File: config.mk
export PLATFORM = sky130hd
export DESIGN_NAME = vec_hazard_unit
export DESIGN_NICKNAME = d
export VERILOG_FILES = /design/src/rtl/vec_hazard_pkg.sv /design/src/rtl/vec_fwd_mux.sv /design/src/rtl/vec_hazard_unit.sv
export SDC_FILE = /design/constraint.sdc
export NUM_CORES = 1
export LEC_CHECK = 0
export ABC_AREA = 1
export CAP_MARGIN = 20
export CORE_AREA = 8 8 428 430
export DETAILED_ROUTE_END_ITERATION = 6
export DIE_AREA = 0 0 436 438
export HOLD_SLACK_MARGIN = 0.05
export PLACE_DENSITY = 0.32
export SYNTH_ARGS = -nofsm -noshare
export SYNTH_HDL_FRONTEND = slang
export SYNTH_HIERARCHICAL = 1
export SYNTH_SLANG_ARGS = --single-unit
File: constraint.sdc
create_clock -name clk -period 1.6 [get_ports clk]
set_input_delay 0.32 -clock clk [delete_from_list [all_inputs] [get_ports clk]]
set_output_delay 0.32 -clock clk [all_outputs]
set_load 0.03 [all_outputs]
File: src/rtl/vec_hazard_pkg.sv
`default_nettype none
// ============================================================================
//  Module   : vec_hazard_pkg
//  Brief    : Shared types and constants for the vector hazard unit.
//  Revision : 1.0
// ============================================================================
package vec_hazard_pkg;

  typedef enum logic [1:0] {
    FWD_RF  = 2'd0,
    FWD_WB  = 2'd1,
    FWD_MEM = 2'd2
  } fwd_sel_e;

  typedef enum logic [0:0] {
    IDLE  = 1'b0,
    STALL = 1'b1
  } hz_state_e;

  localparam int REG_ZERO = 0;

endpackage
`default_nettype wire

File: src/rtl/vec_fwd_mux.sv
`default_nettype none
// ============================================================================
//  Module   : vec_fwd_mux
//  Brief    : Single-source operand bypass: MEM/WB match and 3:1 select.
//  Revision : 1.0
// ============================================================================
module vec_fwd_mux
  import vec_hazard_pkg::*;
#(
  parameter int DATA_W = 128,
  parameter int REG_AW = 4
) (
  input  logic [REG_AW-1:0] src,
  input  logic              src_rd,
  input  logic              vf,
  input  logic [DATA_W-1:0] rf_data,
  input  logic [REG_AW-1:0] mem_dst,
  input  logic              mem_we,
  input  logic              mem_vf,
  input  logic [DATA_W-1:0] mem_res,
  input  logic [REG_AW-1:0] wb_dst,
  input  logic              wb_we,
  input  logic              wb_vf,
  input  logic [DATA_W-1:0] wb_res,
  output logic [DATA_W-1:0] opnd,
  output logic [1:0]        sel
);

  localparam logic [REG_AW-1:0] c_reg_zero = REG_AW'(REG_ZERO);

  logic w_src_live;
  logic w_mem_hit;
  logic w_wb_hit;

  // The zero register is constant, so it never takes a bypassed value.
  assign w_src_live = src_rd && (src != c_reg_zero);
  assign w_mem_hit  = w_src_live && mem_we && (src == mem_dst) && (vf == mem_vf);
  assign w_wb_hit   = w_src_live && wb_we  && (src == wb_dst)  && (vf == wb_vf);

  always_comb begin
    opnd = rf_data;
    sel  = FWD_RF;
    if (w_mem_hit) begin
      opnd = mem_res;
      sel  = FWD_MEM;
    end else if (w_wb_hit) begin
      opnd = wb_res;
      sel  = FWD_WB;
    end
  end

endmodule
`default_nettype wire

File: src/rtl/vec_hazard_unit.sv
`default_nettype none
// ============================================================================
//  Module   : vec_hazard_unit
//  Brief    : EX-stage operand forwarding plus load-use stall FSM and counter.
//  Revision : 1.0
// ============================================================================
module vec_hazard_unit
  import vec_hazard_pkg::*;
#(
  parameter int DATA_W  = 128,
  parameter int REG_AW  = 4,
  parameter int NUM_SRC = 3,
  parameter int MEM_LAT = 2,
  parameter int CNT_W   = 16
) (
  input  logic                             clk,
  input  logic                             rst,
  input  logic [NUM_SRC-1:0][REG_AW-1:0]   ex_src,
  input  logic [NUM_SRC-1:0]               ex_src_rd,
  input  logic                             ex_vf,
  input  logic [NUM_SRC-1:0][DATA_W-1:0]   ex_rf_data,
  input  logic [REG_AW-1:0]                mem_dst,
  input  logic [REG_AW-1:0]                wb_dst,
  input  logic                             mem_we,
  input  logic                             wb_we,
  input  logic                             mem_vf,
  input  logic                             wb_vf,
  input  logic [DATA_W-1:0]                mem_res,
  input  logic [DATA_W-1:0]                wb_res,
  input  logic [NUM_SRC-1:0][REG_AW-1:0]   id_src,
  input  logic [NUM_SRC-1:0]               id_src_rd,
  input  logic                             id_vf,
  input  logic [REG_AW-1:0]                ex_dst,
  input  logic                             ex_is_load,
  input  logic                             ex_vf_dst,
  input  logic                             flush,
  output logic [NUM_SRC-1:0][DATA_W-1:0]   ex_opnd,
  output logic [NUM_SRC-1:0][1:0]          fwd_sel,
  output logic                             stall,
  output logic                             bubble,
  output logic [CNT_W-1:0]                 stall_cnt
);

  localparam int                c_cnt_w    = $clog2(MEM_LAT + 1);
  localparam logic [REG_AW-1:0] c_reg_zero = REG_AW'(REG_ZERO);

  hz_state_e          r_state;
  hz_state_e          w_state_nxt;
  logic [c_cnt_w-1:0] r_cnt;
  logic [c_cnt_w-1:0] w_cnt_nxt;
  logic [CNT_W-1:0]   r_stall_cnt;
  logic               w_hazard;
  logic               w_stall;

  for (genvar gi = 0; gi < NUM_SRC; gi++) begin : g_src
    vec_fwd_mux #(
      .DATA_W (DATA_W),
      .REG_AW (REG_AW)
    ) u_fwd_mux (
      .src     (ex_src[gi]),
      .src_rd  (ex_src_rd[gi]),
      .vf      (ex_vf),
      .rf_data (ex_rf_data[gi]),
      .mem_dst (mem_dst),
      .mem_we  (mem_we),
      .mem_vf  (mem_vf),
      .mem_res (mem_res),
      .wb_dst  (wb_dst),
      .wb_we   (wb_we),
      .wb_vf   (wb_vf),
      .wb_res  (wb_res),
      .opnd    (ex_opnd[gi]),
      .sel     (fwd_sel[gi])
    );
  end

  // Load-use: an ID source depends on the load currently in EX.
  always_comb begin
    w_hazard = 1'b0;
    for (int i = 0; i < NUM_SRC; i++) begin
      if (id_src_rd[i] && (id_src[i] != c_reg_zero) && ex_is_load &&
          (id_src[i] == ex_dst) && (id_vf == ex_vf_dst))
        w_hazard = 1'b1;
    end
  end

  always_comb begin
    w_state_nxt = r_state;
    w_cnt_nxt   = r_cnt;
    w_stall     = 1'b0;
    if (flush) begin
      w_state_nxt = IDLE;
      w_cnt_nxt   = '0;
    end else begin
      case (r_state)
        IDLE: begin
          if (w_hazard) begin
            w_stall = 1'b1;
            if (MEM_LAT > 1) begin
              w_state_nxt = STALL;
              w_cnt_nxt   = c_cnt_w'(MEM_LAT - 1);
            end
          end
        end
        STALL: begin
          w_stall   = 1'b1;
          w_cnt_nxt = r_cnt - c_cnt_w'(1);
          if (r_cnt == c_cnt_w'(1))
            w_state_nxt = IDLE;
        end
        default: begin
          w_state_nxt = IDLE;
          w_cnt_nxt   = '0;
        end
      endcase
    end
  end

  always_ff @(posedge clk or posedge rst) begin
    if (rst) begin
      r_state     <= IDLE;
      r_cnt       <= '0;
      r_stall_cnt <= '0;
    end else begin
      r_state <= w_state_nxt;
      r_cnt   <= w_cnt_nxt;
      if (w_stall && (r_stall_cnt != {CNT_W{1'b1}}))
        r_stall_cnt <= r_stall_cnt + CNT_W'(1);
    end
  end

  assign stall     = w_stall;
  assign bubble    = w_stall;
  assign stall_cnt = r_stall_cnt;

endmodule
`default_nettype wire
---- Word level (Yosys, flattened, before mapping) ----
Cells that the tools add are included.
cells by class
  $add $sub $neg .......................... 2
  equality and inequality tests ........... 15
  muxes and demuxes ....................... 24
  bitwise gates (word level) .............. 1
  reduce and logical (&&, ||, !) cells .... 40
operators by type and width
  cell                                                                 number
  128-bit 2-to-1 mux                                                   6
  4-bit == test                                                        9
  1-bit logical AND                                                    34
  4-bit nonzero test                                                   6
  16-bit by 1-bit adder with 16-bit output (second input constant)     1
  16-bit != test (second input constant)                               1
  1-bit 2-to-1 mux                                                     10
  2-bit 2-to-1 mux                                                     5
  1-bit case mux with 2 select lines                                   2
  2-bit case mux with 2 select lines                                   1
  1-bit == test                                                        3
  3-bit != test (second input constant)                                1
  2-bit by 1-bit == test with 1-bit output (second input constant)     1
  2-bit by 1-bit subtractor with 2-bit output (second input constant)  1
  1-bit inverter                                                       1
storage, ports and cells
  bits in registers ....................... 19
  output and inout port bits .............. 408
  logic and storage cells ................. 85

---- Longest topological paths before layout ----
Gate-level depths: netlist of the first run.
  depth after elaboration ................. 12
  gate-level depth with buffers ........... 13
  depth with buffers taken out ............ 12

---- By module ----
Netlist of the first run, hierarchy kept.
by module, submodules not included
  module           instances  cells an instance  area each (sq um)  sequential area each (sq um)
  vec_fwd_mux      3          1017               4423.0             0.0
  vec_hazard_unit  1          244                1546.5             475.5

---- Least setup slack after synthesis of the first run ----
OpenSTA, ideal clock, no wires.
  path kind ............................... input -> output
  from .................................... in ex_dst[3]
  to ...................................... out stall
  data arrival time ....................... 1.503 ns
  path slack .............................. -0.223 ns
  stages on the path ...................... 12
  path buffers ............................ 2
  path through ............................ inv_1 nand2_1 nand2_1 nor2_1 nand3_1 nand3_1 nand2_2 nand2_4 buf_6 nand2_2 inv_1 buf_4
on the way
  word-level cells in the longest chain between the ends .. 9
  elaborated cells between the ends (all ways) .. 15
  those cells by class .................... eq/ne: 3; mux: 6; reduce/logical: 6
RTL lines
  what                                  line                   RTL
  start, declared                       vec_hazard_unit.sv:33  input logic [REG_AW-1:0] ex_dst,
  4-bit == test                         vec_hazard_unit.sv:82  (id_src[i] == ex_dst) && (id_vf == ex_vf_dst))
  1-bit logical AND                     vec_hazard_unit.sv:81  if (id_src_rd[i] && (id_src[i] != c_reg_zero) && ex_is_load &&
  1-bit logical AND                     vec_hazard_unit.sv:82
  1-bit 2-to-1 mux (2 in a row)         vec_hazard_unit.sv:81
  1-bit 2-to-1 mux *                    vec_hazard_unit.sv:81
  1-bit 2-to-1 mux *                    vec_hazard_unit.sv:97  if (w_hazard) begin
  1-bit case mux with 2 select lines *  vec_hazard_unit.sv:95  case (r_state)
  1-bit 2-to-1 mux *                    vec_hazard_unit.sv:91  if (flush) begin
  end, declared                         vec_hazard_unit.sv:39  output logic stall,
Mark *: on every way between the ends. The rest lies on a longest branch, timed or not.

==> flow_metrics.py, run 1 <==
metrics = {
    "critical_path": {
        "r2r_cells": 9,
        "cp_cell_sequence": "buf_12, buf_6, xnor2_2, nand2_1, nor2_1, buf_4, nand2_8, inv_12, buf_16, buf_12, buf_12, nand2_1, nand2_2, buf_12",
        "critPathLaunch": "ex_vf",
        "cp_data_required_time_ns": 1.28,
        "r2r_start": "stall_cnt[0]",
        "critPathCaptureType": "output pin",
        "cp-start-kind": "primary input",
        "crit_top_cell": "buf_12",
        "cp.arrival_ns": 1.99,
        "path_depth": 14,
        "path_class": "in2out",
        "critPathMaxFanout": 8,
        "worst_path_max_delay_cell": "buf_12",
        "crit_family": "buffers and inverters",
        "crit_path_max_incr_delay_ns": 0.16,
        "path_buf_inv": 8,
    },
    "clock_network": {
        "cts_root_buf": "clkbuf_16",
        "cts_hold_buffers": 0,
        "clk_latency_ns": 0.26,
        "clk_pin_slew_worst_paths_ns": 0.06,
        "cts.htree.levels": 1,
        "clockBufferDepth": 2,
        "cts_buffers": 3,
        "cts_tree": "built",
        "cts_num_sinks": 19,
    },
    "timing": {
        "hold_violations": 0,
        "period_minus_slack_ns": 2.31,
        "finalMaxSlewViolations": 0,
        "fin_crit_sh": 1.44,
        "relSlewSlack": 0.757,
        "layout_setup_ws_ns": -0.709,
        "clock_skew_ns": 0.00180,
        "worst_pin_slew_ns": 0.364,
        "setup_viol": 392,
        "rsz0062_at_grt": "true",
        "fmax_mhz": 433,
    },
    "power": {
        "p_per_area_nw_per_um2": 274,
        "peakVddDrop_mv": 0.284,
        "power_leakage_nw": 22.1,
    },
    "routing": {
        "drt-total-wl_um": 190000,
        "drt-pass1-iter-count": 5,
        "wl_per_cell_um": 26.7,
        "ant_nets": 0,
        "drt_iter0_markers": 1546,
        "vias": 26600,
        "drc": 0,
        "viasPerCell": 3.75,
    },
    "placed_design": {
        "gp_congestion": 0.888,
        "preCtsSetupSlack_ns": -1.39,
        "dp_hpwl_um": 134000,
        "numPortBuffers": 1100,
    },
    "synthesis": {
        "yosysWarningCount": 6,
        "syn_nets": 3990,
        "synth_area_um2": 14800,
        "synth_cell_types": 27,
        "synth.avg_cell_area_um2": 4.50,
        "yosysTopAreaCellShare": 0.330,
        "yosysTopAreaCell": "nand2_1",
        "synth-seq-area-share": 0.0321,
        "synthCells": 3295,
        "synth_area_leaders": "nand2_1 (33%), nand3_1 (27%), inv_1 (21%)",
        "synth_seq_cells": 19,
    },
    "grt": {
        "first_global_vias": 26500,
        "grt.overflow.total": 0,
        "antenna_found_initial": 56,
        "grt_max_degree": 38,
        "grt_pass1_wl_um": 234000,
        "track_usage": 0.174,
    },
    "floorplanning": {
        "die_w_um": 436,
        "row_count": 155,
        "dieArea_um2": 191000,
        "io_pins": 1101,
        "core_um2": 177000,
        "initial_core_util": 0.0838,
        "die_height_um": 438,
    },
    "layout": {
        "nets": 5415,
        "seq_area_um2": 480,
        "multiInputGateArea_um2": 15900,
        "syn_to_final_growth_pct": 197,
        "final_core_util": 0.249,
        "fill_cells": 19900,
        "layout-drive-gt1-share": 0.483,
    },
    "job": {
        "drv_cap": 0,
    },
    "status": {
        "status": "complete, but fails checks",
        "violations": "negative setup slack",
    },
    "min_path": {
        "worstHoldPathType": "in2async",
    },
}
[Yosys cell counts]
cell,n
nand2_1,1301
inv_1,831
nand3_1,795
buf_2,115
buf_6,71
nor2_1,41
buf_4,28
dfrtp_1,19
nand4_1,17
inv_2,15
xnor2_1,11
nand2_2,9
nor2_2,9
or2_1,7
clkbuf_1,4
xor2_1,4
a21oi_1,3
nand3_2,3
ha_1,2
nand2_4,2
nor3_1,2
a21oi_2,1
clkinv_1,1
nor2_4,1
nor3_4,1
nor4_1,1
o21ai_1,1
[per-layer routing]
metal	global-route usage	wire length (um)
met4	0.0339	5310
met3	0.0240	8460
met5	0	56
met1	0.187	70400
met2	0.356	105000
[worst min-delay path: stages]
cell and delay, ns:
clkdlybuf4s50_1 0.40, inv_1 0.05, buf_4 0.28
[cell type report]
class	instances	area share
Sequential cell	19	0.0109
Multi-Input combinational cell	2213	0.362
Antenna cell	23	0.00131
Inverter	847	0.0749
Tap cell	2355	0.0670
Clock buffer	4	0.00179
Timing Repair Buffer	1636	0.482
[cell usage in the layout (no fill, tap or decap), types with 5 or more instances in the layout]
cell type          n
or2_1              6
clkdlybuf4s50_1  642
nand4_1           17
bufbuf_16          5
nand3_1          358
nand3_4           76
nand2_2          512
nand2_8           11
nand2_1          536
nor2_1            17
xnor2_2            7
nand3_2          364
buf_16            81
buf_8             47
buf_6            340
buf_4            205
diode_2           23
buf_12           260
dlymetal6s2s_1    12
nor2_4            19
clkbuf_16         38
nand2_4          255
inv_1            819
inv_2             12
nor2_2            15
dfrtp_1           15
[through the flow]
| step | hold slack (ns) | power (mW) | TNS [ns] | cells | instance area [um2] |
|---|---|---|---|---|---|
| floorplan | 0.271 | 4.01 | -0.137 | 3295 | 15900 |
| global placement | 0.487 | 9.35 | -521.53 | 6847 | 32300 |
| detailed placement | 0.488 | 9.34 | -513.48 | 6847 | 32300 |
| CTS | 0.420 | 10.9 | -270.29 | 6993 | 37300 |
| global route | 0.446 | 12.7 | -264.00 | 7091 | 44000 |
| finish | 0.411 | 12.1 | -234.15 | 7097 | 44000 |
[path summary, 6_finish.rpt]
path	endpoint	slack, ns
max	ex_opnd[280]	-0.71
min	r_cnt[1]	0.41
max reg2reg	stall_cnt[2]	0.05
min reg2reg	r_state	0.50
max in group asynchronous	stall_cnt[2]	0.93
min in group clk	r_state	0.50
[flip-flops by register name (all words and copies together) (netlist names)]
signal and flops:
r_cnt 2, r_state 1, stall_cnt 16
[power by group]
group          leakage [nW]  total (mW)  switching [mW]  internal (mW)
Combinational          21.8        10.9            5.57           5.35
Sequential            0.256       0.591          0.0616          0.529
Clock                0.0383       0.549           0.208          0.340
[kinds of logic (layout without fill, tap and decap cells)]
kind of cell | Yosys count | after routing | share of synthesized area
compound gates | 5 | 5 | 0.00194
xor+xnor | 15 | 15 | 0.00887
fa+ha+maj | 2 | 2 | 0.00169
buf+inv | 1065 | 2487 | 0.323
flops | 19 | 19 | 0.0321
other cells | 0 | 23 | 0
simple gates | 2189 | 2191 | 0.633
[repair_timing]
| item | CTS | global route |
|---|---|---|
| pin swaps | 143 | 396 |
| setup endpoints to repair | 414 | 414 |
| setup buffers | 84 | 63 |
| gates cloned | 63 | 42 |
| gates resized for setup | 671 | 1410 |
Note: power is estimated with default switching activity, not from simulation.
==> run 2: changes to the inputs <==
Settings changed: CAP_MARGIN 20 to 25, RECOVER_POWER set to 50.
==> flow_metrics.py, run 2 (same netlist as run 1, synthesis figures left out) <==
metrics = {
    "status": {
        "status": "complete, but fails checks",
        "violations": "negative setup slack",
    },
    "critical_path": {
        "cp.arrival_ns": 1.99,
        "cp_data_required_time_ns": 1.28,
        "path_class": "in2out",
        "cp-start-kind": "primary input",
        "r2r_slack_ns": 0.05,
        "critPathMaxFanout": 8,
        "critPathCaptureType": "output pin",
    },
    "grt": {
        "first_global_vias": 26500,
        "track_usage": 0.174,
        "grt_max_degree": 38,
        "antenna_found_initial": 56,
        "grt.overflow.total": 0,
        "grt_pass1_wl_um": 234000,
    },
    "layout": {
        "postLayoutCellArea_um2": 44000,
        "nets": 5415,
        "final_common_cell": "inv_1",
        "mostFrequentLayoutCells": "inv_1 (819), clkdlybuf4s50_1 (641), nand2_1 (536), nand2_2 (512), nand3_2 (364)",
        "syn_to_final_growth_pct": 197,
        "layout-drive-gt1-share": 0.483,
        "largest_reg_flops": 16,
    },
    "floorplanning": {
        "dieArea_um2": 191000,
        "core_um2": 177000,
        "die_height_um": 438,
        "io_pins": 1101,
        "initial_core_util": 0.0838,
        "row_count": 155,
        "die_w_um": 436,
    },
    "timing": {
        "clock_skew_ns": 0.00182,
        "relSlewSlack": 0.608,
        "period_minus_slack_ns": 2.31,
        "rsz0062_at_grt": "true",
        "hold_violations": 0,
        "layout_setup_ws_ns": -0.706,
        "worst_pin_slew_ns": 0.588,
        "finalMaxSlewViolations": 0,
        "fmax_mhz": 434,
        "fin_crit_sh": 1.44,
        "setup_viol": 392,
    },
    "power": {
        "p_per_area_nw_per_um2": 274,
        "peakVddDrop_mv": 0.284,
        "power_leakage_nw": 22.1,
        "p_total_mw": 12.1,
    },
    "placed_design": {
        "gp_congestion": 0.888,
        "numPortBuffers": 1100,
        "dp_hpwl_um": 134000,
        "placed_area_um2": 32300,
    },
    "routing": {
        "drc": 0,
        "viasPerCell": 3.77,
        "drt-total-wl_um": 190000,
        "vias": 26800,
        "wl_per_cell_um": 26.7,
        "drt_iter0_markers": 1525,
        "ant_nets": 0,
        "drt-pass1-iter-count": 5,
    },
    "clock_network": {
        "cts_num_sinks": 19,
        "cts_buffers": 3,
        "clk_pin_slew_worst_paths_ns": 0.06,
        "clockBufferDepth": 2,
        "cts_tree": "built",
        "cts.htree.levels": 1,
        "cts_root_buf": "clkbuf_16",
        "clk_latency_ns": 0.26,
    },
    "job": {
        "drv_cap": 0,
    },
    "min_path": {
        "worstHoldPathType": "reg2reg",
    },
}
[run 2: cell types whose count changed in the layout (fill, tap and decap cells not counted), sizes merged]
cell / delta
clkdlybuf4s50: -1
dlygate4sd3: +1
clkbuf: +1
buf: -1
[run 2: through the flow]
stage	setup TNS (ns)	setup WS [ns]	hold WS [ns]	util	instances
final	-234.30	-0.706	0.496	0.249	7097
after global routing	-264.27	-0.770	0.512	0.248	7091
after CTS	-270.29	-0.765	0.420	0.211	6993
after detailed placement	-513.48	-1.39	0.488	0.183	6847
after global placement	-521.53	-1.46	0.487	0.183	6847
after floorplan	-0.137	-0.137	0.271	-	3295
[run 2: where the power goes]
| part | internal, mW | switching, mW |
|---|---|---|
| Combinational | 5.35 | 5.57 |
| Clock | 0.340 | 0.208 |
| Sequential | 0.529 | 0.0616 |
| Total | 6.22 | 5.84 |
[run 2: timing repair]
action | CTS | global route
hold buffers | 0 | 0
pin swaps | 143 | 396
gates resized for setup | 671 | 1410
setup endpoints to repair | 414 | 414
buffers inserted | 84 | 63
gates cloned | 63 | 42
[run 2: cell type report]
type,instances,area [um2]
Sequential cell,19,480
Timing Repair Buffer,1636,21200
Antenna cell,23,57.6
Fill cell,19900,133000
Inverter,847,3290
Multi-Input combinational cell,2213,15900
Tap cell,2355,2950
Clock buffer,4,78.8
[run 2: routing by layer]
metal | part of all wire | GRT usage
met1 | 0.37 | 0.187
met2 | 0.56 | 0.356
met3 | 0.047 | 0.0240
met4 | 0.028 | 0.0339
met5 | 0.00030 | 0
[run 2: worst max-delay path, cell delays in order]
cell	delay [ns]
buf_12	0.12
buf_6	0.11
xnor2_2	0.14
nand2_1	0.08
nor2_1	0.11
buf_4	0.14
nand2_8	0.08
inv_12	0.10
buf_16	0.15
buf_12	0.14
buf_12	0.15
nand2_1	0.07
nand2_2	0.10
buf_12	0.12
[run 2: worst paths after layout]
kind                       cells past startpoint            to          from
max in group asynchronous                      3  stall_cnt[2]           rst
setup reg to reg                               9  stall_cnt[2]  stall_cnt[0]
hold / removal                                 1       r_state       r_state
setup / recovery                              14  ex_opnd[280]         ex_vf
hold reg to reg                                1       r_state       r_state
min in group asynchronous                      3      r_cnt[1]           rst
